### src/rtl/afifo_r_unpacker_if.sv
// afifo_r_unpacker_if: FIFO read port plus NASTI R-channel beat bundle.
// master = unpacker side, slave = FIFO/downstream side.
interface afifo_r_unpacker_if #(
  parameter int C_DATA_WIDTH = 64,
  parameter int C_ID_WIDTH   = 4
) ();
  logic [C_DATA_WIDTH-1:0] fifo_rdata;
  logic                    fifo_rempty;
  logic                    fifo_rden;
  logic                    r_valid;
  logic                    r_ready;
  logic [C_ID_WIDTH-1:0]   r_id;
  logic [C_DATA_WIDTH-1:0] r_data;
  logic                    r_last;

  modport master (
    input  fifo_rdata, fifo_rempty, r_ready,
    output fifo_rden, r_valid, r_id, r_data, r_last
  );

  modport slave (
    output fifo_rdata, fifo_rempty, r_ready,
    input  fifo_rden, r_valid, r_id, r_data, r_last
  );
endinterface

### src/rtl/afifo_r_unpacker.sv
// afifo_r_unpacker: drains header-framed bursts from an FWFT FIFO into R beats.
// Optional AFIFO_R_UNPACKER_STATS_EN adds burst_cnt/beat_cnt counters.
module afifo_r_unpacker #(
  parameter int C_DATA_WIDTH = 64,
  parameter int C_ID_WIDTH   = 4,
  parameter int C_LEN_WIDTH  = 8
) (
  input  logic clk,
  input  logic rst,
  afifo_r_unpacker_if.master io
`ifdef AFIFO_R_UNPACKER_STATS_EN
  ,
  output logic [31:0] burst_cnt,
  output logic [31:0] beat_cnt
`endif
);

  typedef enum logic {HDR, DAT} state_t;

  localparam logic [C_LEN_WIDTH-1:0] LEN_ONE = 1;

  state_t state_q, state_d;

  logic [C_ID_WIDTH-1:0]   id_q;
  logic [C_LEN_WIDTH-1:0]  rem_q;

  logic [C_DATA_WIDTH-1:0] d0_q, d1_q;
  logic [C_ID_WIDTH-1:0]   i0_q, i1_q;
  logic                    l0_q, l1_q;
  logic [1:0]              cnt_q;

  logic       rden;
  logic       push;
  logic       hdr_pop;
  logic       pop;
  logic [1:0] cnt_drained;
  logic       new_last;

  assign pop         = (cnt_q != 2'd0) & io.r_ready;
  assign cnt_drained = cnt_q - {1'b0, pop};
  assign push        = rden & (state_q == DAT);
  assign hdr_pop     = rden & (state_q == HDR);
  assign new_last    = (rem_q == '0);

  // FSM state register
  always_ff @(posedge clk or posedge rst) begin
    if (rst) state_q <= HDR;
    else     state_q <= state_d;
  end

  // Next state and FIFO pop strobe
  always_comb begin
    state_d = state_q;
    rden    = 1'b0;
    unique case (state_q)
      HDR: begin
        rden = ~io.fifo_rempty & ~rst;
        if (rden) state_d = DAT;
      end
      DAT: begin
        rden = ~io.fifo_rempty
             & (cnt_drained < 2'd2)
             & ~rst;
        if (rden && new_last) state_d = HDR;
      end
      default: ;
    endcase
  end

  // Header fields and remaining-beat counter
  always_ff @(posedge clk or posedge rst) begin
    if (rst) begin
      id_q  <= '0;
      rem_q <= '0;
    end else if (hdr_pop) begin
      id_q  <= io.fifo_rdata[C_LEN_WIDTH +: C_ID_WIDTH];
      rem_q <= io.fifo_rdata[C_LEN_WIDTH-1:0];
    end else if (push && !new_last) begin
      rem_q <= rem_q - LEN_ONE;
    end
  end

  // Two-entry skid buffer, entry 0 is the head
  always_ff @(posedge clk or posedge rst) begin
    if (rst) begin
      d0_q  <= '0;
      d1_q  <= '0;
      i0_q  <= '0;
      i1_q  <= '0;
      l0_q  <= 1'b0;
      l1_q  <= 1'b0;
      cnt_q <= 2'd0;
    end else begin
      unique case ({push, pop})
        2'b10: begin
          if (cnt_q == 2'd0) begin
            d0_q <= io.fifo_rdata;
            i0_q <= id_q;
            l0_q <= new_last;
          end else begin
            d1_q <= io.fifo_rdata;
            i1_q <= id_q;
            l1_q <= new_last;
          end
          cnt_q <= cnt_q + 2'd1;
        end
        2'b01: begin
          d0_q  <= d1_q;
          i0_q  <= i1_q;
          l0_q  <= l1_q;
          cnt_q <= cnt_q - 2'd1;
        end
        2'b11: begin
          if (cnt_q == 2'd1) begin
            d0_q <= io.fifo_rdata;
            i0_q <= id_q;
            l0_q <= new_last;
          end else begin
            d0_q <= d1_q;
            i0_q <= i1_q;
            l0_q <= l1_q;
            d1_q <= io.fifo_rdata;
            i1_q <= id_q;
            l1_q <= new_last;
          end
        end
        default: ;
      endcase
    end
  end

  assign io.fifo_rden = rden;
  assign io.r_valid   = (cnt_q != 2'd0);
  assign io.r_data    = d0_q;
  assign io.r_id      = i0_q;
  assign io.r_last    = l0_q;

`ifdef AFIFO_R_UNPACKER_STATS_EN
  // Accepted beat and burst counters, wrapping
  always_ff @(posedge clk or posedge rst) begin
    if (rst) begin
      beat_cnt  <= 32'd0;
      burst_cnt <= 32'd0;
    end else if (pop) begin
      beat_cnt <= beat_cnt + 32'd1;
      if (l0_q) burst_cnt <= burst_cnt + 32'd1;
    end
  end
`endif

endmodule

### src/flat_wrapper.sv
// flat-port wrapper written by rule: the top's interface ports become plain ports
module afifo_r_unpacker_flat 
#(
  parameter int C_DATA_WIDTH = 64,
  parameter int C_ID_WIDTH   = 4,
  parameter int C_LEN_WIDTH  = 8
)
  (clk, rst, io_fifo_rdata, io_fifo_rempty, io_r_ready, io_fifo_rden, io_r_valid, io_r_id, io_r_data, io_r_last);
  afifo_r_unpacker_if #(.C_DATA_WIDTH(C_DATA_WIDTH), .C_ID_WIDTH(C_ID_WIDTH)) io_i ();
  input  logic clk;
  input  logic rst;
  input wire logic [$bits(io_i.fifo_rdata)-1:0] io_fifo_rdata;
  input wire logic [$bits(io_i.fifo_rempty)-1:0] io_fifo_rempty;
  input wire logic [$bits(io_i.r_ready)-1:0] io_r_ready;
  output wire logic [$bits(io_i.fifo_rden)-1:0] io_fifo_rden;
  output wire logic [$bits(io_i.r_valid)-1:0] io_r_valid;
  output wire logic [$bits(io_i.r_id)-1:0] io_r_id;
  output wire logic [$bits(io_i.r_data)-1:0] io_r_data;
  output wire logic [$bits(io_i.r_last)-1:0] io_r_last;
  assign io_i.fifo_rdata = io_fifo_rdata;
  assign io_i.fifo_rempty = io_fifo_rempty;
  assign io_i.r_ready = io_r_ready;
  assign io_fifo_rden = io_i.fifo_rden;
  assign io_r_valid = io_i.r_valid;
  assign io_r_id = io_i.r_id;
  assign io_r_data = io_i.r_data;
  assign io_r_last = io_i.r_last;
  afifo_r_unpacker #(.C_DATA_WIDTH(C_DATA_WIDTH), .C_ID_WIDTH(C_ID_WIDTH), .C_LEN_WIDTH(C_LEN_WIDTH)) u_core (.clk(clk), .rst(rst), .io(io_i));
endmodule
### config.mk
export PLATFORM = sky130hd
export DESIGN_NAME = afifo_r_unpacker_flat
export DESIGN_NICKNAME = d
export VERILOG_FILES = /design/src/rtl/afifo_r_unpacker_if.sv /design/src/rtl/afifo_r_unpacker.sv /design/src/flat_wrapper.sv
export SDC_FILE = /design/constraint.sdc
export NUM_CORES = 1
export LEC_CHECK = 0
export ABC_AREA = 1
export BUFFER_PORTS_ARGS = -buffer_cell sky130_fd_sc_hd__buf_2
export CORE_ASPECT_RATIO = 1.2
export CORE_UTILIZATION = 55
export DETAILED_ROUTE_END_ITERATION = 8
export PLACE_DENSITY = 0.86
export SYNTH_ARGS = -nofsm -noshare
export SYNTH_HDL_FRONTEND = slang
export SYNTH_SLANG_ARGS = --single-unit
### constraint.sdc
create_clock -name clk -period 6.8 [get_ports clk]
set_input_delay 0.68 -clock clk [delete_from_list [all_inputs] [get_ports clk]]
set_output_delay 0.68 -clock clk [all_outputs]
set_load 0.01 [all_outputs]
==> results of run 1 <==
==> worst register-to-register path: cells and delay by family, from the launching register on <==
family        cells  cell delay (ns)
fa+ha+maj         1             0.30
simple gates      7             2.18
flops             1             0.39
buf+inv           4             0.83
==> cell families after synthesis <==
logic type               after synthesis  share of synthesized area [%]
AND/OR/NAND/NOR                      418                           25.1
AO/OA/AOI/OAI                        161                           11.4
flip-flops                           153                           53.7
buffers and inverters                151                           8.13
adder cells (fa/ha/maj)                8                           1.40
XOR/XNOR                               2                          0.246
==> cell usage after synthesis (all sizes together) <==
library cell / instances
nand2: 250
nand3: 155
o21ai: 155
dfrtp: 153
inv: 91
clkbuf: 43
buf: 16
nor2: 10
ha: 8
a21oi: 4
nand4: 3
xnor2: 2
clkinv: 1
o211ai: 1
o21bai: 1
==> flip-flops by register name (all words and copies together) (netlist names) <==
register          cells
u_core.l1_q           1
u_core.cnt_q          2
u_core.io.r_last      1
u_core.rem_q          8
u_core.i1_q           4
u_core.id_q           4
u_core.state_q        1
u_core.d1_q          64
u_core.io.r_data     64
u_core.io.r_id        4
==> report_power, final <==
part	total (mW)	switching, mW	internal [mW]
clock network	0.932	0.364	0.568
logic	1.40	0.914	0.482
registers	1.56	0.239	1.32
==> cell type report <==
cell class	instances	area (µm²)	area share [%]
Clock buffer	21	470	5.56
Sequential cell	153	3830	45.2
Timing Repair Buffer	145	743	8.78
Tap cell	164	205	2.42
Clock inverter	11	120	1.42
Inverter	92	350	4.14
Multi-Input combinational cell	589	2750	32.4
==> worst min-delay path by stage <==
stage	depth (start not counted)	end	slack, ns	start
after floorplan	2	u_core.d1_q[0]	0.45	u_core.d1_q[0]
after global placement	2	u_core.i1_q[1]	0.47	u_core.i1_q[1]
after detailed placement	2	u_core.d1_q[18]	0.48	u_core.d1_q[18]
after CTS	2	u_core.io.r_data[39]	0.39	rst
after global routing	2	u_core.io.r_data[39]	0.42	rst
final	2	u_core.io.r_data[39]	0.37	rst
==> per-stage QoR <==
step                hold slack (ns)  power (mW)  setup WS, ns
finish                        0.370        3.88          2.79
global route                  0.416        4.16          2.47
CTS                           0.392        3.89          2.76
detailed placement            0.475        2.94          2.57
global placement              0.467        2.87          2.67
floorplan                     0.454        2.47         0.921
==> routing by layer <==
layer	track usage [%]	vias to the layer above	share of wire [%]
li1	-	3105	-
met1	35.6	3042	41
met2	43.7	280	49
met3	5.70	57	6.1
met4	14.8	0	4.3
met5	0	-	0
==> out/results.txt, run 1 <==
Number of fill cells: 1039. The number of cell instances on the worst register-to-register path works out to 12. The die covers 0.0134 mm². The final layout contains routed wiring with a total length of 17.5 mm. The logs give 0 for the final hold violation count and 24.7% for the relative slew slack.

Clock-pin slew was measured on the worst setup and hold paths at 0.06 ns. Setup violations remaining at the end of the flow were counted as 0. The worst path uses 59.0% of the clock period. The tool flagged a number of max-cap violations equal to 0. The run gives 6084 as the via count of the first global-routing pass. The hold buffer count at cts came out at 0. After legalization and detailed placement, the total HPWL measured 10.6 mm.

The run gives 2 as the largest buffer count on any clock path. Along the worst path, the maximum fanout reaches 77. The run finished with clean final reports. The post-route netlist has 18.2% of its cells at a drive strength greater than 1.

TritonCTS built the clock tree. Once placement completed, the tool counted placed cells totaling 1143. The average wire per standard cell is 14.9 µm, and the transition time at the pin with the least slew margin is 1.13 ns.

The critical-path cell with the highest stage delay was nor2_1. The floorplan has 45 rows. The worst path needs 4.01 ns of the cycle, external delays included. The tightest min-delay check is of the in -> async type. Synthesis inferred 153 register bits.

For this design, the sink count on the clock tree is 153. The worst setup path endpoint was io_fifo_rden. Summed over all failing endpoints, the final setup total negative slack is 0 ns. The tree is rooted in a clkbuf_16.

At the end of the flow, the number of nets in the layout was 1074. The area of the core is 0.0127 mm², and the post-route antenna net violation count is 0. The tools report the maximum vdd ir drop as 0.000227 V.

The tools report the number of gates resized after cts as 0. The final worst clock skew was 0.00727 ns. The finished layout cell area is 0.00846 mm², and the total cell area at the placement stage is 0.00787 mm². The cell taking the most area after synthesis was dfrtp_1. The origin of the critical flop-to-flop path is u_core.cnt_q[0]. Entering global routing, the biggest net connects 139 pins. The top cell types in the final layout, fill and taps aside, are nand2_1, nand3_1, dfrtp_1. Leaving out fill and tap cells, the most frequent cell in the layout is nand2_1. Summed over its instances, the top area cell type makes up 53.7% of the synthesized netlist area. The tools report the gate count after technology mapping as 893. By area the synthesized netlist is led by dfrtp_1, nand2_1, nand3_1, o21ai_0, inv_1. The count of unique library cells instantiated by Yosys is 23, and the highest attainable clock frequency is 249 MHz.

Initial antenna violation count: 0. The logs give 0 for the number of inserted diodes and 3.03 ns for the register-to-register path setup slack. The via-per-instance ratio was 5.52. At the end of routability-driven placement, the weighted congestion stood at 0.860. For the leftover overflow at the end of global routing, the log shows 0. Across all layers, the routed design uses 6484 vias. The insertion delay of the later-clocked pin in the worst-skew pair came out at 0.42 ns. Final cell utilization of the core: 66.8%. The length of the first detailed-routing pass in iterations came out at 5. The remaining routing DRC violations is 0. The type of element capturing the critical path was an output pin. The cell family with the largest share of critical-path delay is buffers and inverters. The initial utilization of the core area, before any placement, comes to 56.3%. Buffers placed on the I/O ports in this run total 138. The most critical setup path has its startpoint at rst. The run gives 0 as the number of max-slew violations in the final report. The largest single stage delay on the critical path is 0.77 ns. The area added between synthesis and finish is 18.8%. Setup repair after global routing left no endpoint under its margin. The cell count along the critical path came out at 7. The tools report the fraction of the yosys area taken by sequential cells as 53.7%. The boundary pin count is 139, and the die width is 106 µm. The critical path in this run is classified as in -> out. The H-tree was split into 4 levels.

The cell area that synthesis handed to floorplanning was 0.00713 mm². The non-filler instance count after layout is 1175. The total of warnings raised by yosys was 0; the power density relative to cell area was 459 mW/mm².

The endpoint of the lowest-slack register-to-register path was u_core.io.r_data[10]. Counting the buffers created by CTS gives 17. Post-CTS timing repair inserted 0 buffers for setup. The die is 127 µm tall.

The required time of the critical path is 6.12 ns. Synthesis produced a netlist with a net count of 969. The worst setup path is launched from an input pin. The synthesized area per cell is 7.98 µm², and the endpoint arrival time on the critical path is 3.33 ns.

The critical path goes through buf_2 -> inv_6 -> nand2_1 -> nor2_1 -> clkinv_1 -> nand2_1 -> buf_2. The logs give 4.57 nW for the leakage component of the power and 653 for the DRC violation total after the first TritonRoute iteration. Across every metal layer, demand over resource in global routing totals 27.5%. The critical path contains buffers and inverters numbering 4 combined. For the wire length of the first global-routing pass, the log shows 29.0 mm.
Power figures use the tool's default switching activity.
==> run 2: changes to the inputs <==
--- a/config.mk
+++ b/config.mk
@@ -5,12 +5,12 @@
 export SDC_FILE = /design/constraint.sdc
 export NUM_CORES = 1
 export LEC_CHECK = 0
-export ABC_AREA = 1
+export ABC_AREA = 0
 export BUFFER_PORTS_ARGS = -buffer_cell sky130_fd_sc_hd__buf_2
 export CORE_ASPECT_RATIO = 1.2
-export CORE_UTILIZATION = 55
+export CORE_UTILIZATION = 54
 export DETAILED_ROUTE_END_ITERATION = 8
-export PLACE_DENSITY = 0.86
+export PLACE_DENSITY = 0.85
 export SYNTH_ARGS = -nofsm -noshare
 export SYNTH_HDL_FRONTEND = slang
 export SYNTH_SLANG_ARGS = --single-unit
==> constraint.sdc (replaced) <==
create_clock -name clk -period 4.1 [get_ports clk]
set_input_delay 0.41 -clock clk [delete_from_list [all_inputs] [get_ports clk]]
set_output_delay 0.41 -clock clk [all_outputs]
set_load 0.01 [all_outputs]
==> run 2 against run 1 <==
Flip-flop and latch count unchanged. Via count decreased by 26%. Total power increased by 70%. Wire length decreased by 19%. Clock-buffer cell count decreased by 1. Clock power increased by 60%.
==> out/results.txt, run 2 <==
The die area was 0.0126 mm² (-6.2%); the area of the core was 0.0117 mm² (-7.8%). The number of flops mapped to enable cells by yosys came out at 0 (unchanged). In the layout the commonest cells are dfrtp_1, buf_2, nor2_1.

The run gives 14.2 mm (-19%) as the sum of routed wire length over all layers. The overall die height is 123 µm (-3.2%), and the total number of placement rows is 43 (-4.4%). The share of the cycle needed by the critical path after routing was 78.7%. The tools report the critical path launch point type as a flip-flop. The top fanout value on the critical path is 39 (-49%), and the remaining routing DRC violations is 0 (unchanged). The clock transition at the registers of the reported paths came out at 0.06 ns (about the same). For the final hold violation count, the log shows 0 (unchanged). After layout, the minimum clock period comes to 3.23 ns. The primary flip-flop cell chosen by synthesis mapping was dfrtp_1. The post-CTS setup-driven buffer insertion count was 0 (unchanged). The most common cell after layout, fill and taps aside is dfrtp_1. After synthesis, the cell types taking the most area are dfrtp_1, mux2_2, a22oi_1, a21oi_1, nor2_1. The final estimated routing congestion in global placement is 0.799 (-7.1%), and the H-tree depth is 4 (unchanged). The transition time at the pin with the least slew margin came out at 1.04 ns (-0.0882 ns). The insertion delay of the later-clocked pin in the worst-skew pair came out at 0.41 ns (about the same). The min-delay analysis places its worst path in the category in -> reg. The logs give 0 (unchanged) for the post-route antenna net violation count and 2 (unchanged) for the largest buffer count on any clock path. The run gives 67.9% (+1.1 points) as the final cell utilization of the core. The type of element capturing the critical path was a flip-flop.

The max-capacitance violation count is 0 (unchanged). Cell with the most instances after synthesis: dfrtp_1. The logs give 0 (unchanged) for the hold buffer count at cts and 761 (-29%) for the total number of nets in the final design.

The wire length of the first global-routing pass is 22.9 mm (-21%). The starting utilization of the core area was 56.1% (-0.11 points); the highest attainable clock frequency was 310 MHz. The run gives 0 (unchanged) as the number of inserted diodes. The critical-path cell with the highest stage delay is buf_4. The logs give 4.39 ns (-1.73 ns) for the required time of the critical path and 0 (unchanged) for the leftover overflow at the end of global routing. The synthesized area per cell is 11.7 µm² (+47%), and the number of gates resized after cts is 0 (unchanged). The placed wire-length estimate after detailed placement came out at 9.32 mm (-12%). The largest total area in the synthesized netlist belongs to dfrtp_1. The maximum vdd ir drop is 0.000541 V (+140%), and the initial antenna violation count is 1 (+1).

Count of input and output buffers: 138 (unchanged). For the global-route usage over all layers, the log shows 23.8% (-3.7 points). The via-per-instance ratio is 5.64 (+2.2%). By count the netlist is led by dfrtp_1, nor2_1, a21oi_1.

TritonCTS built the clock tree. The number of max-slew violations in the final report was 0 (unchanged). The total power consumption of the routed design is 6.60 mW (+70%). The logs give 0 (unchanged) for the total of endpoints with negative setup slack in the final report and 30.4% (+5.7 points) for the relative slew slack. The share of flip-flops with an asynchronous set or reset after synthesis came out at 100% (unchanged).

For the total of warnings raised by yosys, the log shows 0 (unchanged). Setup repair after global routing left no endpoint under its margin. The count of unique library cells instantiated by Yosys came out at 38 (+65%).

The number of buffers created by CTS is 17 (unchanged), and the share of Yosys cell area claimed by the top area cell type is 58.4% (+4.7 points). The worst setup path is of the reg -> reg kind. The root cell of the clock tree is clkbuf_16. The share of cells above drive strength 1 was 37.2% (+19 points); the length of the first detailed-routing pass in iterations was 5 (unchanged).

Boundary pin count: 139 (unchanged). For the synthesized net count, the log shows 634 (-35%). The area added between synthesis and finish is 20.9%, and the final sum of negative setup slack is 0 ns (unchanged).

Walking the worst path, the cells encountered are inv_1 -> ha_1 -> nor3b_2 -> xnor2_2 -> nor3_1 -> nand2_1 -> inv_1 -> ha_1 -> o21ai_0 -> a21oi_4 -> buf_4 -> mux2_2. The average wire per standard cell came out at 16.6 µm (+12%). The run gives 0.00868 ns (+0.00140 ns) as the final worst clock skew. The biggest cell delay along the critical path was 0.45 ns (-0.32 ns); the endpoint arrival time on the critical path was 3.52 ns (+0.19 ns).

The run gives 3.55 nW (-22%) as the leakage component of the power. The number of register bits inferred by synthesis is 153 (unchanged), and the via count of the first global-routing pass is 4743 (-22%). The overall via count from detail_route was 4822 (-26%). The fraction of the yosys area taken by sequential cells was 58.4% (+4.7 points); the cell area after technology mapping was 0.00656 mm² (-8.0%). The run gives 95 (-32%) as the largest net degree at the start of global routing.

The power density relative to cell area came out at 832 mW/mm² (+81%). The DRC violation total after the first TritonRoute iteration is 224 (-66%), and the die width is 103 µm (-3.2%). The total number of clock tree sinks was 153 (unchanged). The flow ran to the end, and the final reports show no timing, DRC or antenna violations. The gate count after technology mapping was 558 (-38%).
-- run 2: changes by cell type after synthesis, sizes merged, moves of 5 or more --
cell and change:
a21oi +67, a22oi +70, buf +11, clkbuf -31, inv -81, mux2 +71, nand2 -225, nand3 -154
nor2 +64, nor3 +5, o21ai -151
-- run 2: final cells by class --
| type | count | area (µm²) |
|---|---|---|
| flip-flops and latches | 153 | 3830 |
| fillers | 867 | 3750 |
| multi-input cells | 356 | 2500 |
| repair buffers | 147 | 796 |
| clock buffers | 20 | 437 |
| well taps | 157 | 196 |
| clock inverters | 12 | 125 |
| inverters | 10 | 41.3 |
-- run 2: worst max-delay path: cells and delay by family, from the launching register on --
family,cells,cell delay [ns]
AO/OA/AOI/OAI,2,0.34
flip-flops,1,0.42
AND/OR/NAND/NOR,3,0.61
buffers and inverters,3,0.63
adder cells (fa/ha/maj),2,0.51
XOR/XNOR,1,0.16
multiplexers,1,0.40
-- run 2: logic make-up after synthesis --
logic type	count (synthesis)	share of synthesized area, %
multiplexers	74	12.7
buffers and inverters	49	3.76
flip-flops	153	58.4
AND/OR/NAND/NOR	115	7.67
XOR/XNOR	4	0.649
AO/OA/AOI/OAI	155	15.3
adder cells (fa/ha/maj)	8	1.53
-- run 2: path summary, 6_finish.rpt --
kind                                            end              from  cells past startpoint  slack [ns]
worst max register to register      u_core.d1_q[50]   u_core.cnt_q[0]                     12        0.87
max in group asynchronous           u_core.d1_q[22]               rst                      3        2.76
worst max-delay path                u_core.d1_q[50]   u_core.cnt_q[0]                     12        0.87
worst min-delay path                u_core.rem_q[2]  io_fifo_rdata[2]                      3        0.24
worst min register to register      u_core.cnt_q[1]   u_core.cnt_q[1]                      2        0.49
min in group asynchronous       u_core.io.r_data[1]               rst                      2        0.27
-- run 2: power breakdown --
group          leakage, nW  internal (mW)  switching [mW]
Combinational         1.49           1.10            1.29
Clock                0.270          0.892           0.594
Sequential            1.79           2.29           0.432
-- run 2: routing by layer --
metal	share of wire (%)	global-route usage, %	vias to the layer above	wire, µm
li1	-	-	2257	-
met1	41	28.9	2379	5820
met2	51	39.5	159	7300
met3	5.8	7.35	27	823
met4	1.9	9.20	0	275
met5	0	0	-	0
-- run 2: per-stage QoR --
step / hold slack, ns / instances / setup slack (ns) / instance area [µm²]
global route: 0.228 / 855 / 0.586 / 7930
finish: 0.242 / 855 / 0.873 / 7930
CTS: 0.227 / 855 / 0.889 / 7930
floorplan: 0.453 / 558 / 1.25 / 6560
global placement: 0.476 / 823 / 1.06 / 7360
detailed placement: 0.481 / 823 / 0.903 / 7360
==> run 3: changes to the inputs <==
==> constraint.sdc (replaced) <==
create_clock -name clk -period 3.2 [get_ports clk]
set_input_delay 0.32 -clock clk [delete_from_list [all_inputs] [get_ports clk]]
set_output_delay 0.32 -clock clk [all_outputs]
set_load 0.01 [all_outputs]
==> run 3 against run 2 <==
Clock skew hardly changed. Clock-buffer cell count down 2. Via count hardly changed. Flip-flop and latch count unchanged. Critical endpoint is now u_core.d1_q[3]. Sequential share of layout area fell by 0.68 points. Utilization increased by 0.98 points. Largest power group unchanged. Fmax is 7.1% higher. Critical path type unchanged. Die area unchanged. Global-route usage fell by 0.17 points.
==> out/results.txt, run 3 (synthesis gave the netlist of run 2 again) <==
The post-route antenna net violation count was 0 (unchanged). For the length of the first detailed-routing pass in iterations, the log shows 5 (unchanged). The cell sitting at the root of the clock tree is a clkbuf_16. The final cell utilization of the core was 68.9% (+0.98 points). For the highest attainable clock frequency, the log shows 332 MHz (+7.1%). The finished layout cell area is 0.00804 mm² (+1.4%), and the insertion delay of the later-clocked pin in the worst-skew pair is 0.42 ns (about the same).

The final sum of negative setup slack was 0 ns (unchanged); the relative slew slack was 59.5% (+29 points). The biggest cell delay along the critical path came out at 0.42 ns (-0.03 ns). The share of cells above drive strength 1 is 38.0% (+0.78 points). The boundary pin count came out at 139 (unchanged). The total of endpoints with negative setup slack in the final report was 0 (unchanged). The largest net degree at the start of global routing was 89 (-6.3%); the final hold violation count was 0 (unchanged). In the layout the commonest cells are dfrtp_1, buf_2, nor2_1. The maximum vdd ir drop is 0.000527 V (-2.5%), and the power density relative to cell area is 1070 mW/mm² (+29%). The number of inserted diodes was 0 (unchanged); the transition time at the pin with the least slew margin was 0.607 ns (-0.435 ns).

The critical path launch point type is a flip-flop. The die area is 0.0126 mm² (unchanged). The run gives 8.60 mW (+30%) as the total power consumption of the routed design. The tools report the type of element capturing the critical path as a flip-flop. The final hold slack is 0.0202 ns (-0.222 ns), and the top fanout value on the critical path is 33 (-15%). The max-capacitance violation count was 0 (unchanged); the die width was 103 µm (unchanged). The H-tree depth was 4 (unchanged). The worst setup path is of the reg -> reg kind. The area added between synthesis and finish is 22.6%, and the total placed cells including tap cells is 827 (+0.49%). The DRC violation total after the first TritonRoute iteration came out at 215 (-4.0%). The remaining routing DRC violations came out at 0 (unchanged).

The wire length of the first global-routing pass is 22.7 mm (-0.79%), and the total number of nets in the final design is 765 (+0.53%). Initial antenna violation count: 0 (-1). The library cell used most frequently in the layout, excluding fill and tap cells, is dfrtp_1. The via-per-instance ratio works out to 5.61 (-0.53%). The logs give 0 (unchanged) for the number of max-slew violations in the final report and 0.00875 ns (+0.0000724 ns) for the final worst clock skew. The count of input and output buffers is 138 (unchanged). Minimum period implied by the final worst setup slack: 3.01 ns (-0.215 ns).

For the area of the core, the log shows 0.0117 mm² (unchanged). The run gives 43 (unchanged) as the total number of placement rows. For this design, the slowest cell found on the critical path is dfrtp_1. The via count of the first global-routing pass was 4795 (+1.1%).

The type of the worst min-delay path was in -> async. For the final estimated routing congestion in global placement, the log shows 0.817 (+2.3%). The overall via count from detail_route was 4819 (-0.062%); the non-filler instance count after layout was 859 (+0.47%). The leakage component of the power was 3.60 nW (+1.5%); the share of the cycle needed by the critical path after routing was 94.1% (+15 points). The required time of the critical path is 3.50 ns (-0.89 ns), and the setup slack after placement is 0.158 ns (-0.744 ns).

The global-route usage over all layers came out at 23.6% (-0.17 points). The flow ran to the end, and the final reports show no timing, DRC or antenna violations. The overall die height is 123 µm (unchanged), and the number of buffers created by CTS is 17 (unchanged).

The tools report the leftover overflow at the end of global routing as 0 (unchanged). Clock transition at the registers of the reported paths: 0.06 ns (about the same). The logs give 0.00744 mm² (+1.1%) for the total cell area at the placement stage and 0.188 ns (-0.685 ns) for the final worst setup slack. Walking the worst path, the cells encountered are inv_1 -> ha_1 -> nor3b_2 -> xnor2_2 -> nor3_2 -> nand2_1 -> inv_1 -> ha_1 -> o21ai_0 -> a21oi_4 -> buf_12 -> mux2_2. For the post-CTS setup-driven buffer insertion count, the log shows 0 (unchanged).

The placed wire-length estimate after detailed placement is 9.58 mm (+2.8%). Total number of clock tree sinks: 153 (unchanged). TritonCTS built the clock tree. Average wire per standard cell: 16.5 µm (-0.69%). Setup repair after global routing left no endpoint under its margin.

For the sum of routed wire length over all layers, the log shows 14.2 mm (-0.22%). The logs give 2 (unchanged) for the largest buffer count on any clock path and 56.1% (unchanged) for the starting utilization of the core area. Endpoint arrival time on the critical path: 3.31 ns (-0.21 ns).
run 3: cell types whose count changed in the layout (fill, tap and decap cells not counted), sizes merged:
cell	change
buf	+4
bufinv	+1
clkbuf	-2
clkinv	+2
inv	-1
run 3: what timing repair did:
item	CTS	global route
setup endpoints to repair	0	97
gates resized for setup	0	2
hold buffers	0	0
run 3: per-layer routing:
layer  track usage [%]  wire length (µm)  vias up
met3              5.87               623       23
met1              29.1              5850     2401
li1                  -                 -     2255
met5                 0                 0        -
met2              39.4              7470      140
met4              10.1               260        0
run 3: final timing paths:
path,from,endpoint,slack (ns),cells after the start
worst max-delay path,u_core.cnt_q[0],u_core.d1_q[3],0.19,12
worst min-delay path,rst,u_core.io.r_data[2],0.02,2
worst max register to register,u_core.cnt_q[0],u_core.d1_q[3],0.19,12
worst min register to register,u_core.d1_q[50],u_core.d1_q[50],0.51,1
max in group asynchronous,rst,u_core.io.r_data[19],2.40,3
min in group clk,io_fifo_rdata[2],u_core.rem_q[2],0.15,3
run 3: area by class of cell:
class	instances	area, µm²
Clock inverter	14	156
Fill cell	853	3640
Sequential cell	153	3830
Inverter	10	41.3
Timing Repair Buffer	151	876
Clock buffer	18	429
Tap cell	157	196
Multi-Input combinational cell	356	2510
run 3: where the power goes:
part,internal [mW],leakage [nW],switching [mW],total [mW]
Sequential,2.93,1.79,0.563,3.50
Clock,1.21,0.285,0.755,1.97
Combinational,1.46,1.52,1.67,3.14
run 3: worst max-delay path, delay by kind of cell, from the launching register on:
kind | cells | cell delay, ns
buffers and inverters | 3 | 0.41
multiplexers | 1 | 0.37
AND/OR/NAND/NOR | 3 | 0.60
AO/OA/AOI/OAI | 2 | 0.39
adder cells (fa/ha/maj) | 2 | 0.49
XOR/XNOR | 1 | 0.18
flip-flops | 1 | 0.42
